### config.mk
export PLATFORM = sky130hd
export DESIGN_NAME = mii_rx
export DESIGN_NICKNAME = d
export VERILOG_FILES = /design/src/rtl/eth_pkg.sv /design/src/rtl/eth_crc32_d8.sv /design/src/rtl/mii_rx.sv
export SDC_FILE = /design/constraint.sdc
export NUM_CORES = 1
export LEC_CHECK = 0
export BUFFER_PORTS_ARGS = -buffer_cell sky130_fd_sc_hd__buf_4
export CORE_ASPECT_RATIO = 0.6
export CORE_UTILIZATION = 55
export DETAILED_ROUTE_END_ITERATION = 10
export MAX_ROUTING_LAYER = met4
export PLACE_DENSITY_LB_ADDON = 0.15
export SETUP_SLACK_MARGIN = 0.5
export SKIP_LAST_GASP = 1
export SLEW_MARGIN = 10
export SYNTH_ARGS = -nofsm -noshare
export SYNTH_HDL_FRONTEND = slang
export SYNTH_SLANG_ARGS = --single-unit
### constraint.sdc
create_clock -name clk -period 3.9 [get_ports clk]
set_input_delay 0.39 -clock clk [delete_from_list [all_inputs] [get_ports clk]]
set_output_delay 0.39 -clock clk [all_outputs]
set_load 0.01 [all_outputs]
### src/rtl/eth_pkg.sv
// Shared Ethernet receive definitions: FSM states, CRC-32 constants and
// the preamble/SFD nibble values seen on the MII.
package eth_pkg;

    typedef enum logic [1:0] {
        ST_IDLE     = 2'd0,
        ST_PREAMBLE = 2'd1,
        ST_DATA     = 2'd2,
        ST_DROP     = 2'd3
    } state_t;

    // Reflected IEEE 802.3 CRC-32 polynomial and its starting value
    localparam logic [31:0] CRC_POLY    = 32'hEDB88320;
    localparam logic [31:0] CRC_INIT    = 32'hFFFFFFFF;
    // Register value left behind after running the CRC over data plus a correct FCS
    localparam logic [31:0] CRC_RESIDUE = 32'hDEBB20E3;

    localparam logic [3:0]  NIB_PREAMBLE = 4'h5;
    localparam logic [3:0]  NIB_SFD      = 4'hD;

    // The last four bytes are FCS, so five must be held before the oldest is payload
    localparam int          DLY_DEPTH    = 5;

endpackage

### src/rtl/eth_crc32_d8.sv
// One-byte step of the reflected Ethernet CRC-32 (LSB of the byte first).
module eth_crc32_d8
    import eth_pkg::*;
(
    input  logic [31:0] crc_in,
    input  logic [7:0]  data_in,
    output logic [31:0] crc_out
);

    logic [31:0] c;

    // Fold the byte in, then shift out its eight bits one at a time
    always_comb begin
        c = crc_in ^ {24'd0, data_in};
        for (int i = 0; i < 8; i++) begin
            if (c[0]) begin
                c = (c >> 1) ^ CRC_POLY;
            end else begin
                c = c >> 1;
            end
        end
        crc_out = c;
    end

endmodule

### src/rtl/mii_rx.sv
// MII receiver: strips preamble/SFD, assembles bytes from nibbles, checks
// the FCS and streams the payload (FCS removed) as single-cycle beats.
module mii_rx
    import eth_pkg::*;
#(
    parameter int MIN_FRAME_BYTES = 64,
    parameter bit CHECK_FCS       = 1'b1
) (
    input  logic       clk,
    input  logic       reset,
    input  logic [3:0] rxd,
    input  logic       rx_dv,
    input  logic       rx_er,
    output logic [7:0] m_axis_tdata,
    output logic       m_axis_tvalid,
    output logic       m_axis_tlast,
    output logic       m_axis_tuser,
    output logic       stat_frame_good,
    output logic       stat_bad_fcs,
    output logic       stat_bad_frame
);

    localparam logic [2:0]  FULL    = 3'(DLY_DEPTH);
    localparam logic [10:0] MIN_LEN = 11'(MIN_FRAME_BYTES);
    localparam logic [10:0] CNT_MAX = 11'h7FF;

    state_t      state_q, state_d;
    logic        phase_q, phase_d;      // 1 while waiting for the high nibble
    logic [3:0]  low_q, low_d;
    logic [7:0]  dly_q [DLY_DEPTH];
    logic [7:0]  dly_d [DLY_DEPTH];
    logic [2:0]  held_q, held_d;
    logic [10:0] count_q, count_d;
    logic [31:0] crc_q, crc_d, crc_next;
    logic        err_q, err_d;
    logic [7:0]  tdata_q, tdata_d;
    logic        tvalid_q, tvalid_d;
    logic        tlast_q, tlast_d;
    logic        tuser_q, tuser_d;
    logic        good_q, good_d;
    logic        bad_fcs_q, bad_fcs_d;
    logic        bad_frame_q, bad_frame_d;

    logic [7:0]  byte_in;
    logic        fcs_fail;
    logic        other_err;

    assign byte_in = {rxd, low_q};

    eth_crc32_d8 u_crc (
        .crc_in  (crc_q),
        .data_in (byte_in),
        .crc_out (crc_next)
    );

    // Error sources judged at frame end: FCS separately so it can get its own status
    always_comb begin
        fcs_fail  = CHECK_FCS && (crc_q != CRC_RESIDUE);
        other_err = err_q || phase_q || (count_q < MIN_LEN);
    end

    // Receive FSM, byte assembly, delay line and end-of-frame decisions
    always_comb begin
        state_d     = state_q;
        phase_d     = phase_q;
        low_d       = low_q;
        dly_d       = dly_q;
        held_d      = held_q;
        count_d     = count_q;
        crc_d       = crc_q;
        err_d       = err_q;
        tdata_d     = tdata_q;
        tvalid_d    = 1'b0;
        tlast_d     = 1'b0;
        tuser_d     = 1'b0;
        good_d      = 1'b0;
        bad_fcs_d   = 1'b0;
        bad_frame_d = 1'b0;

        case (state_q)
            ST_IDLE: begin
                if (rx_dv) begin
                    if (rxd == NIB_PREAMBLE) begin
                        state_d = ST_PREAMBLE;
                    end else begin
                        state_d     = ST_DROP;
                        bad_frame_d = 1'b1;
                    end
                end
            end

            ST_PREAMBLE: begin
                if (!rx_dv || rx_er) begin
                    state_d     = ST_DROP;
                    bad_frame_d = 1'b1;
                end else if (rxd == NIB_SFD) begin
                    state_d = ST_DATA;
                    phase_d = 1'b0;
                end else if (rxd != NIB_PREAMBLE) begin
                    state_d     = ST_DROP;
                    bad_frame_d = 1'b1;
                end
            end

            ST_DATA: begin
                if (rx_dv) begin
                    if (rx_er) begin
                        err_d = 1'b1;
                    end
                    if (!phase_q) begin
                        low_d   = rxd;
                        phase_d = 1'b1;
                    end else begin
                        phase_d = 1'b0;
                        crc_d   = crc_next;
                        if (count_q != CNT_MAX) begin
                            count_d = count_q + 11'd1;
                        end
                        if (held_q == FULL) begin
                            tvalid_d = 1'b1;
                            tdata_d  = dly_q[0];
                            for (int i = 0; i < DLY_DEPTH - 1; i++) begin
                                dly_d[i] = dly_q[i+1];
                            end
                            dly_d[DLY_DEPTH-1] = byte_in;
                        end else begin
                            for (int i = 0; i < DLY_DEPTH; i++) begin
                                if (held_q == 3'(i)) begin
                                    dly_d[i] = byte_in;
                                end
                            end
                            held_d = held_q + 3'd1;
                        end
                    end
                end else begin
                    if (held_q == FULL) begin
                        tvalid_d = 1'b1;
                        tlast_d  = 1'b1;
                        tdata_d  = dly_q[0];
                        tuser_d  = other_err || fcs_fail;
                        if (other_err) begin
                            bad_frame_d = 1'b1;
                        end else if (fcs_fail) begin
                            bad_fcs_d = 1'b1;
                        end else begin
                            good_d = 1'b1;
                        end
                    end else begin
                        bad_frame_d = 1'b1;
                    end
                    state_d = ST_IDLE;
                    phase_d = 1'b0;
                    held_d  = 3'd0;
                    count_d = 11'd0;
                    crc_d   = CRC_INIT;
                    err_d   = 1'b0;
                    for (int i = 0; i < DLY_DEPTH; i++) begin
                        dly_d[i] = 8'd0;
                    end
                end
            end

            default: begin
                if (!rx_dv) begin
                    state_d = ST_IDLE;
                end
            end
        endcase
    end

    // State registers; reset parks in DROP so a frame already in flight is skipped
    always_ff @(posedge clk or posedge reset) begin
        if (reset) begin
            state_q     <= ST_DROP;
            phase_q     <= 1'b0;
            low_q       <= 4'd0;
            for (int i = 0; i < DLY_DEPTH; i++) begin
                dly_q[i] <= 8'd0;
            end
            held_q      <= 3'd0;
            count_q     <= 11'd0;
            crc_q       <= CRC_INIT;
            err_q       <= 1'b0;
            tdata_q     <= 8'd0;
            tvalid_q    <= 1'b0;
            tlast_q     <= 1'b0;
            tuser_q     <= 1'b0;
            good_q      <= 1'b0;
            bad_fcs_q   <= 1'b0;
            bad_frame_q <= 1'b0;
        end else begin
            state_q     <= state_d;
            phase_q     <= phase_d;
            low_q       <= low_d;
            dly_q       <= dly_d;
            held_q      <= held_d;
            count_q     <= count_d;
            crc_q       <= crc_d;
            err_q       <= err_d;
            tdata_q     <= tdata_d;
            tvalid_q    <= tvalid_d;
            tlast_q     <= tlast_d;
            tuser_q     <= tuser_d;
            good_q      <= good_d;
            bad_fcs_q   <= bad_fcs_d;
            bad_frame_q <= bad_frame_d;
        end
    end

    assign m_axis_tdata    = tdata_q;
    assign m_axis_tvalid   = tvalid_q;
    assign m_axis_tlast    = tlast_q;
    assign m_axis_tuser    = tuser_q;
    assign stat_frame_good = good_q;
    assign stat_bad_fcs    = bad_fcs_q;
    assign stat_bad_frame  = bad_frame_q;

endmodule

==> impl_metrics.env <==
export IMPL_worstSetupPathType="reg2reg"
export IMPL_drt_iter0_markers=264
export IMPL_synthSimpleGateAreaFrac_pct=12.2
export IMPL_outcome="completed"
export IMPL_ys_flop_type="dfrtp_1"
export IMPL_min_period_ns=2.43
export IMPL_timing_fmax_ghz=0.411
export IMPL_synth_seq_cells=108
export IMPL_synth_xor_area_share_pct=16.4
export IMPL_power_internal_w=0.00372
export IMPL_cpPeakStageDelay_ns=0.73
export IMPL_vias_per_cell=6.07
export IMPL_hold_ws_ns=0.291
export IMPL_cts_tree="done"
export IMPL_num_vias=4046
export IMPL_cts_hold_buf=0
export IMPL_initial_utilization_pct=57.1
export IMPL_clockPowerShare_pct=14.6
export IMPL_tns_ns=0
export IMPL_max_clock_path_buffers=2
export IMPL_cp_startpoint="state_q[1]$_DFFE_PP1P_"
export IMPL_p_leak_nw=2.69
export IMPL_tightest_slew_ns=1.13
export IMPL_htreeDepth=3
export IMPL_path_clk_slew_ns=0.08
export IMPL_synthArstFlopShare_pct=100
export IMPL_core_um2=9950
export IMPL_comb_power_share_pct=52.6
export IMPL_place_congestion=0.843
export IMPL_maxCapViolations=0
export IMPL_grt_pass1_vias=3958
export IMPL_diodes=0
export IMPL_hold_violations=0
export IMPL_drive_above_1_share_pct=17.3
export IMPL_grt_pass1_wl_um=21500
export IMPL_die_height_um=80.7
export IMPL_reg2reg_from="state_q[1]$_DFFE_PP1P_"
export IMPL_yosys_area_top_type="dfrtp_1"
export IMPL_cts_resized_gates=0
export IMPL_crit_buf_inv=1
export IMPL_cp_cell_sequence="nor2b_1, buf_4, nand3_1, nor2_1, a22o_1"
export IMPL_finalClockSkew_ns=0.00991
export IMPL_synthesis_area_um2=5680
export IMPL_synth_cell_types=51
export IMPL_drv_slew=0
export IMPL_fin_nets=541
export IMPL_post_dp_cell_area_um2=5970
export IMPL_crit_fanout=15
export IMPL_area_delta_synth_final_pct=9.90
export IMPL_drt_total_wl_um=13000
export IMPL_drcViolationCount=0
export IMPL_antenna_left=0
export IMPL_cts_sinks=108
export IMPL_seq_area_frac_synth_pct=48.4
export IMPL_crit_required_ns=4.18
export IMPL_gr_usage_all_layers_pct=26.8
export IMPL_cp_top_family="simple AND/OR/NAND/NOR gates"
export IMPL_clock_latency_ns=0.35
export IMPL_total_power_w=0.00588
export IMPL_synth_area_leaders="dfrtp_1, dfstp_2, a21oi_1, xnor3_1, xnor2_1"
export IMPL_antenna_found_initial=0
export IMPL_io_pin_count=22
export IMPL_synthCells=514
export IMPL_dr_pass1_iters=5
export IMPL_synth_enable_flop_cells=0
export IMPL_slew_headroom_pct=24.1
export IMPL_final_setup_viol_count=0
export IMPL_overflow=0
export IMPL_die_area_um2=10700
export IMPL_crit_slowest_cell="nor2_1"
export IMPL_rsz0062_at_grt="false"
export IMPL_p_sw_share_pct=36.7
export IMPL_critPathLaunchType="flop"
export IMPL_fin_util_pct=62.7
export IMPL_synth_nets=528
export IMPL_io_buffer_count=21
export IMPL_cts_setup_buffers=0
export IMPL_power_share_sequential_pct=32.9
export IMPL_final_cell_mix="dfrtp_1, a21oi_1, nand2_1"
export IMPL_peakVddDrop_v=0.000539
export IMPL_yosysWarnings=0
export IMPL_synth_top_area_share_pct=32.6
export IMPL_grt_max_degree=85
export IMPL_setup_worst_path_end_class="flop"
export IMPL_routedWlPerCell_um=19.5
export IMPL_synth_compound_area_share_pct=16.9
export IMPL_p_sw_w=0.00216
export IMPL_fp_dieW_um=133
export IMPL_synth_top_family_by_area="compound AO/OA/AOI/OAI gates"
export IMPL_avgSynthCellArea_um2=11.0
export IMPL_hold_class="in2async"
export IMPL_power_density_nw_per_um2=943
export IMPL_dp_hpwl_um=9020
export IMPL_fin_crit_sh_pct=62.4
export IMPL_cp_data_arrival_time_ns=2.71
export IMPL_cts_root_buf="clkbuf_16"
export IMPL_synth_fa_ha_area_share_pct=1.32
export IMPL_cts_buffers=9
export IMPL_muxShareOfSynthArea_pct=2.38
export IMPL_fin_area_um2=6240
export IMPL_final_common_cell="dfrtp_1"
export IMPL_rows=28
==> sequential cells by signal, summed over array words and instances (netlist names), 2 cells and up <==
register and cells:
count_q 11, held_q 3, m_axis_tdata 8, low_q 4, state_q 2, dly_q 40, crc_q 32
==> path summary, 6_finish.rpt <==
path / to / slack (ns) / cells past startpoint
worst max-delay path: dly_q[6]$_DFFE_PP0P_ / 1.47 / 5
worst min-delay path: low_q[0]$_DFFE_PP0P_ / 0.29 / 2
worst max register to register: dly_q[6]$_DFFE_PP0P_ / 1.47 / 5
worst min register to register: dly_q[11]$_DFFE_PP0P_ / 0.49 / 2
max in group asynchronous: dly_q[37]$_DFFE_PP0P_ / 2.66 / 3
min in group clk: err_q$_DFFE_PP0P_ / 0.34 / 3
==> metal layers <==
metal	vias up	wire, um	GRT usage [%]
met5	-	0	-
met4	0	114	5.80
met3	15	660	4.73
met2	110	5320	35.7
met1	2043	6890	41.9
li1	1878	-	-
==> cells in the mapped netlist, drive strengths merged (2+ instances only) <==
library cell / number
a21oi: 65
a22o: 10
and2: 11
and3: 4
and4: 2
buf: 2
clkbuf: 26
dfrtp: 74
dfstp: 34
ha: 6
inv: 9
mux2: 12
nand2: 40
nand2b: 4
nand3: 12
nand4: 4
nand4b: 5
nor2: 27
nor2b: 5
nor3: 3
nor4: 7
o211ai: 5
o21ai: 12
o22a: 11
o2bb2ai: 9
o31ai: 28
or3: 6
or4: 4
xnor2: 35
xnor3: 15
xor2: 15
xor3: 2
==> worst reg2reg max path, stage by stage (launching register included) <==
cell     delay [ns]
dfstp_2        0.59
nor2b_1        0.15
buf_4          0.22
nand3_1        0.44
nor2_1         0.74
a22o_1         0.24
==> power groups by stage <==
stage          Clock, W  Sequential, W  Combinational, W
3_3_place_gp          0        0.00192           0.00301
3_5_place_dp          0        0.00194           0.00305
5_1_grt        0.000908        0.00198           0.00334
4_1_cts        0.000867        0.00193           0.00308
2_1_floorplan         0        0.00184           0.00253
6_report       0.000856        0.00193           0.00309
==> through the flow <==
stage,worst slack (ns),cells
2_1_floorplan,0.721,514
4_1_cts,1.52,667
3_3_place_gp,1.65,651
6_report,1.47,667
3_5_place_dp,1.55,651
5_1_grt,1.35,667
==> logic make-up after synthesis <==
family	count (synthesis)
compound gates	148
flops	108
simple gates	136
mux	12
buf+inv	37
fa+ha+maj	6
xor+xnor	67
==> final cells by class <==
cell class / count / area, um^2
Sequential cell: 108 / 2750
Inverter: 9 / 36.3
Timing Repair Buffer: 30 / 225
Tap cell: 135 / 169
Multi-Input combinational cell: 369 / 2790
Clock buffer: 11 / 233
Clock inverter: 5 / 38.8
Fill cell: 826 / 3710
Note: power is estimated with default switching activity, not from simulation.
